## config.mk

```make
export PLATFORM = sky130hd
export DESIGN_NAME = mont_exp_requester
export DESIGN_NICKNAME = d
export VERILOG_FILES = /design/src/rtl/mont_exp_requester.sv
export SDC_FILE = /design/constraint.sdc
export NUM_CORES = 1
export LEC_CHECK = 0
export BUFFER_PORTS_ARGS = -buffer_cell sky130_fd_sc_hd__buf_2
export CORE_ASPECT_RATIO = 1.1
export CORE_MARGIN = 5
export CORE_UTILIZATION = 51
export DETAILED_ROUTE_END_ITERATION = 8
export GPL_TIMING_DRIVEN = 0
export PLACE_DENSITY = 0.8
export SETUP_SLACK_MARGIN = 0.02
export SLEW_MARGIN = 20
export SYNTH_ARGS = -nofsm -noshare
export SYNTH_HDL_FRONTEND = slang
export SYNTH_SLANG_ARGS = --single-unit
```

## constraint.sdc

```tcl
create_clock -name clk -period 2.77 [get_ports clk]
set_clock_uncertainty 0.1 [all_clocks]
set_input_delay 0.6925 -clock clk [delete_from_list [all_inputs] [get_ports clk]]
set_output_delay 0.6925 -clock clk [all_outputs]
set_load 0.05 [all_outputs]
```

## src/rtl/mont_exp_requester.sv

```systemverilog
// Initiator for a go/done Montgomery exponentiator: buffers one operand set,
// screens illegal moduli and trivial exponents, issues the job and returns Z.
module mont_exp_requester #(
    parameter int BITS    = 4,
    parameter int TIMEOUT = 1023,
    parameter int TW      = 10
) (
    input  logic            clk,
    input  logic            rst_n,
    input  logic            in_valid,
    output logic            in_ready,
    input  logic [BITS-1:0] in_x,
    input  logic [BITS-1:0] in_e,
    input  logic [BITS-1:0] in_m,
    output logic            exp_go,
    output logic [BITS-1:0] exp_x,
    output logic [BITS-1:0] exp_e,
    output logic [BITS-1:0] exp_m,
    input  logic            exp_done,
    input  logic [BITS-1:0] exp_z,
    output logic            out_valid,
    input  logic            out_ready,
    output logic [BITS-1:0] out_z,
    output logic            out_err,
    output logic            busy
);

    typedef enum logic [2:0] {
        IDLE,
        CHECK,
        WAIT,
        DRAIN,
        RESP
    } state_t;

    state_t          state_q;
    logic            go_q;
    logic [BITS-1:0] x_q;
    logic [BITS-1:0] e_q;
    logic [BITS-1:0] m_q;
    logic            valid_q;
    logic [BITS-1:0] z_q;
    logic            err_q;
    logic [TW-1:0]   cnt_q;
    logic [TW-1:0]   cnt_d;

    assign cnt_d = cnt_q + TW'(1);

    always_ff @(posedge clk) begin
        if (!rst_n) begin
            state_q <= IDLE;
            go_q    <= 1'b0;
            x_q     <= '0;
            e_q     <= '0;
            m_q     <= '0;
            valid_q <= 1'b0;
            z_q     <= '0;
            err_q   <= 1'b0;
            cnt_q   <= '0;
        end else begin
            case (state_q)
                IDLE: begin
                    if (in_valid) begin
                        x_q     <= in_x;
                        e_q     <= in_e;
                        m_q     <= in_m;
                        cnt_q   <= '0;
                        state_q <= CHECK;
                    end
                end
                CHECK: begin
                    if (!m_q[0]) begin
                        z_q     <= '0;
                        err_q   <= 1'b1;
                        valid_q <= 1'b1;
                        state_q <= RESP;
                    end else if (e_q == '0) begin
                        z_q     <= (m_q == BITS'(1)) ? '0 : BITS'(1);
                        err_q   <= 1'b0;
                        valid_q <= 1'b1;
                        state_q <= RESP;
                    end else begin
                        go_q    <= 1'b1;
                        state_q <= WAIT;
                    end
                end
                WAIT: begin
                    // A done arriving on the timeout cycle still counts as success.
                    cnt_q <= cnt_d;
                    if (exp_done) begin
                        z_q     <= exp_z;
                        err_q   <= 1'b0;
                        go_q    <= 1'b0;
                        state_q <= DRAIN;
                    end else if (cnt_d == TW'(TIMEOUT)) begin
                        z_q     <= '0;
                        err_q   <= 1'b1;
                        go_q    <= 1'b0;
                        state_q <= DRAIN;
                    end
                end
                DRAIN: begin
                    // Hold off until done falls so it cannot complete the next job.
                    if (!exp_done) begin
                        valid_q <= 1'b1;
                        state_q <= RESP;
                    end
                end
                RESP: begin
                    if (out_ready) begin
                        valid_q <= 1'b0;
                        state_q <= IDLE;
                    end
                end
                default: begin
                    go_q    <= 1'b0;
                    valid_q <= 1'b0;
                    state_q <= IDLE;
                end
            endcase
        end
    end

    assign in_ready  = (state_q == IDLE);
    assign busy      = (state_q != IDLE);
    assign exp_go    = go_q;
    assign exp_x     = x_q;
    assign exp_e     = e_q;
    assign exp_m     = m_q;
    assign out_valid = valid_q;
    assign out_z     = z_q;
    assign out_err   = err_q;

endmodule

```

# Yosys cells after proc, flatten, opt, wreduce, memory -nomap -nowiden
# Cells that the tools add are included.
[totals] ff_bits=32 inputBits=21 elab_cells=69
[classes] addsub=1 n_eq_ne=13 n_mux=31 bitwise=2 n_reduce_logical=13
[op_table] cell="$mux W3" count=7
[op_table] cell="$pmux W10 S2" count=1
[op_table] cell="$mux W4" count=4
[op_table] cell="$pmux W3 S5" count=1
[op_table] cell="$mux W1" count=13
[op_table] cell="$reduce_and A4 Y1" count=3
[op_table] cell="$add A10 B1 Y10 const B" count=1
[op_table] cell="$eq A10 B10 Y1 const B" count=1
[op_table] cell="$mux W10" count=1
[op_table] cell="$ne A2 B2 Y1 const B" count=5
[op_table] cell="$pmux W4 S2" count=1
[op_table] cell="$eq A3 B2 Y1 const B" count=2
[op_table] cell="$ne A3 B3 Y1 const B" count=2
[op_table] cell="$eq A4 B1 Y1 const B" count=1
[op_table] cell="$logic_not A4 Y1" count=1
[op_table] cell="$pmux W1 S4" count=1
[op_table] cell="$reduce_and A2 Y1" count=2
[op_table] cell="$reduce_bool A2 Y1" count=2
[op_table] cell="$eq A3 B1 Y1 const B" count=1
[op_table] cell="$eq A3 B3 Y1 const B" count=1
[op_table] cell="$logic_not A3 Y1" count=1
[op_table] cell="$pmux W1 S3" count=1
[op_table] cell="$reduce_and A3 Y1" count=1
[op_table] cell="$reduce_bool A3 Y1" count=1
[op_table] cell="other kinds (4)" count=5

# Depth between registers and ports, before layout
[depth] word_depth=5 ltp_mapped=9

# Worst setup path after synthesis
# No wires, ideal clock.
[synth_path] path_type="reg-to-output" from="register state_q[0]" to="output port busy" arrival_ns=2.289 required_time_ns=1.977 path_slack_ns=-0.312 path_stages_with_launch=4 n_path_buf=1 cell_sequence="dfxtp_1 > clkbuf_1 > nor3_1 > inv_1"
[synth_via] elab_chain_len=1
[synth_lines] element="start: declaration" line_no="36" text="state_t state_q;"
[synth_lines] element="start signal: assignment" line_no="51" text="state_q <= IDLE;"
[synth_lines] element="start signal: assignment" line_no="68" text="state_q <= CHECK;"
[synth_lines] element="start signal: assignment" line_no="76" text="state_q <= RESP;"
[synth_lines] element="$reduce_bool A3 Y1" line_no="125" text="assign busy = (state_q != IDLE);"
[synth_lines] element="end: declaration" line_no="25" text="output logic busy"
# Every way passes these cells.

# Worst setup path after layout
[layout_path] from="register cnt_q[0]" to="register z_q[2], in the netlist out_z[2]"
[layout_via] elab_chain_len=4
[layout_lines] element="start: declaration" line_no="44" text="logic [TW-1:0] cnt_q;"
[layout_lines] element="start signal: assignment" line_no="89" text="cnt_q <= cnt_d;"
[layout_lines] element="$add A10 B1 Y10" line_no="47" text="assign cnt_d = cnt_q + TW'(1);"
[layout_lines] element="$eq A10 B10 Y1" line_no="95" text="end else if (cnt_d == TW'(TIMEOUT)) begin"
[layout_lines] element="$ne A3 B3 Y1 (no line)"
[layout_lines] element="$reduce_and A3 Y1 (no line)"
[layout_lines] element="end signal: assignment" line_no="78" text="z_q <= (m_q == BITS'(1)) ? '0 : BITS'(1);"
[layout_lines] element="end signal: assignment" line_no="91" text="z_q <= exp_z;"
[layout_lines] element="end: declaration" line_no="42" text="logic [BITS-1:0] z_q;"
# Every way passes these cells.
# A chain may end at the register's enable or synchronous reset.

==> metrics.cfg <==
[run_status]
status=finished, final reports clean

[routing]
post_drt_wl_per_cell_um=13.3
wl_um=3740
post_drt_via_cell_ratio=5.47
drc_errors=0
first_pass_iters=4
drt_iter0_drc=65
vias=1543
ant_nets=0

[setup_path]
path_cells=ha_1 > a21oi_1 > or4b_1 > a31oi_1 > a2111oi_2 > or3_1 > buf_2 > a32o_1
rrSetupSlack_ns=0.20
cp_max_fo=6
endpoint_kind=register
criticalPathCategory=reg2reg
critPathSlowestCell=or4b_1
slowest_delay_ns=0.43
worstSetupStartpointType=register
crit_arrival_ns=2.69
cp.required_ns=2.90

[synthesis]
synth_cell_types=38
synth_area_um2=1580
syn-instance-count=200
ys_warn_count=0
synth-seq-cells=32
syn_avg_cell_area_um2=7.90
synth_fp_nets=223
yosysSeqAreaShare=0.405

[clock_network]
htree_levels=2
cts_setup_buffers=0
cts_tree=yes
cts_max_path_buffers=2
cts.sinks=32
hold_buffers=0
cts_root_buf=clkbuf_4
path_clk_slew_ns=0.10
clk_latency_ns=0.34
cts_resized=0
cts_made_buffers=5

[sta]
rsz0062_at_grt=no
tightest_slew_ns=0.642
drv_slew=0
setup_viol=0
fin_tns_setup_ns=0
period_needed_ns=2.57
hold_violations=0
slew_headroom=0.570
maxClockFrequency_ghz=0.390
fin_crit_sh=0.926
setup_ws_ns=0.205

[finish]
fin_nets=271
drive_gt1_frac=0.222
synthToLayoutAreaGrowth_pct=18.9
fin_area_um2=1880
num_antenna_cells=0

[global_routing]
grt_usage=0.185
grt_start_max_net_pins=11
antenna_found_initial=0
grt_pass1_vias=1390
overflow=0
grt_pass1_wl_um=6290

[place]
place.gp.congestion=0.805
hpwlAfterDp_um=2730
dp_worst_setup_slack_ns=0.237
io_buffers=41
place_area_um2=1830

[floorplanning]
dieArea_um2=4310
die_x_um=63.1
die_h_um=68.4
core.rowCount=21
coreArea_um2=3020
num_io_pins=42
initial_core_util=0.523

[min_path]
hold_path.class=reg2reg

[power]
power-per-cell-area_nw_per_um2=537
power.leakage_uw=0.000783
vdd_drop_max_uv=392

[flow_run]
max_cap_viol_count=0

kinds of logic (layout without fill, tap and decap cells):
kind of cell / Yosys count / count (layout) / share of synthesized area
AOI/OAI and AO/OA: 56 / 56 / 0.238
xor gates and xnor gates: 2 / 2 / 0.0111
adders and majority gates: 2 / 2 / 0.0158
buffers and inverters: 18 / 66 / 0.0459
DFF: 32 / 32 / 0.405
muxes: 3 / 3 / 0.0198
and+or+nand+nor: 87 / 87 / 0.264
worst max-delay path: cells and delay by family (launching register included):
family | cells | cell delay (ns)
fa+ha+maj | 1 | 0.28
simple gates | 2 | 0.83
flops | 1 | 0.36
compound gates | 4 | 0.72
buf+inv | 1 | 0.16
report_power, final:
| part | internal (µW) | switching, µW | total, µW |
|---|---|---|---|
| sequential | 484 | 13.2 | 497 |
| clock | 93.4 | 157 | 251 |
| combinational | 73.5 | 188 | 262 |
worst paths after layout:
kind                            endpoint  startpoint  cells after the start
worst max-delay path            out_z[2]    cnt_q[0]                      8
worst min-delay path             out_err     out_err                      2
worst max register to register  out_z[2]    cnt_q[0]                      8
worst min register to register   out_err     out_err                      2
cell type report:
class	instances	area, µm²
Inverter	6	22.5
Buffer	12	50.0
Timing Repair Buffer	41	205
Clock inverter	1	5.00
Clock buffer	6	41.3
Multi-Input combinational cell	150	872
Sequential cell	32	641
Tap cell	34	42.5
Fill cell	293	1140
registers in the layout (all words and copies together) (netlist names):
register,count
cnt_q,10
exp_e,4
exp_go,1
exp_m,4
exp_x,4
out_err,1
out_valid,1
out_z,4
state_q,3
routing by layer:
metal,share of wire,track usage,wire length (µm)
met1,0.46,0.244,1720
met2,0.46,0.285,1740
met3,0.061,0.0558,229
met4,0.015,0.0716,55
met5,0,0,0
cell usage after synthesis:
library cell	n	area, µm²
buf_2	1	5.00
nand2b_1	3	18.8
nand3b_1	1	7.51
nor2_1	13	48.8
or4_1	2	15.0
o31ai_1	2	15.0
nor2b_1	3	18.8
o31a_1	1	8.76
xnor2_1	1	8.76
nand2_1	37	139
o311a_1	1	10.0
o311ai_0	2	17.5
inv_1	6	22.5
nand2_2	1	6.26
o21ba_2	1	10.0
nand3_1	8	40.0
nand3_2	1	10.0
a31oi_1	5	31.3
a211oi_1	1	7.51
a2111oi_2	1	15.0
or3_1	2	12.5
and3_1	2	12.5
dfxtp_1	32	641
buf_4	1	7.51
a21boi_0	13	97.6
clkbuf_1	10	37.5
a32o_1	3	30.0
a21oi_1	7	35.0
ha_1	2	25.0
and2_1	5	31.3
xor2_1	1	8.76
or4b_1	2	20.0
o32ai_1	1	8.76
or2_1	1	6.26
mux2i_1	2	20.0
nor3_1	6	30.0
mux2_2	1	11.3
o21ai_0	18	90.1
metrics by stage:
| step | utilization | hold slack, ns | total power, µW | std cells |
|---|---|---|---|---|
| after floorplan | - | 0.367 | 698 | 200 |
| after global placement | 0.607 | 0.333 | 766 | 275 |
| after detailed placement | 0.607 | 0.339 | 770 | 275 |
| after CTS | 0.622 | 0.352 | 1010 | 282 |
| after global routing | 0.622 | 0.394 | 1070 | 282 |
| final | 0.622 | 0.354 | 1010 | 282 |
cell usage in the layout (no fill, tap or decap), types with 2 or more instances in the layout:
cell type  instances
buf_2             42
nand2_1           37
dfxtp_1           32
o21ai_0           18
a21boi_0          13
nor2_1            13
clkbuf_1          11
nand3_1            8
a21oi_1            7
inv_1              6
and2_1             5
nor3_1             5
a31oi_1            5
clkbuf_4           5
nand2b_1           3
nor2b_1            3
a32o_1             3
or4b_1             2
and3_1             2
or3_1              2
or4_1              2
o311ai_0           2
o31ai_1            2
mux2i_1            2
ha_1               2
Power figures use the tool's default switching activity.
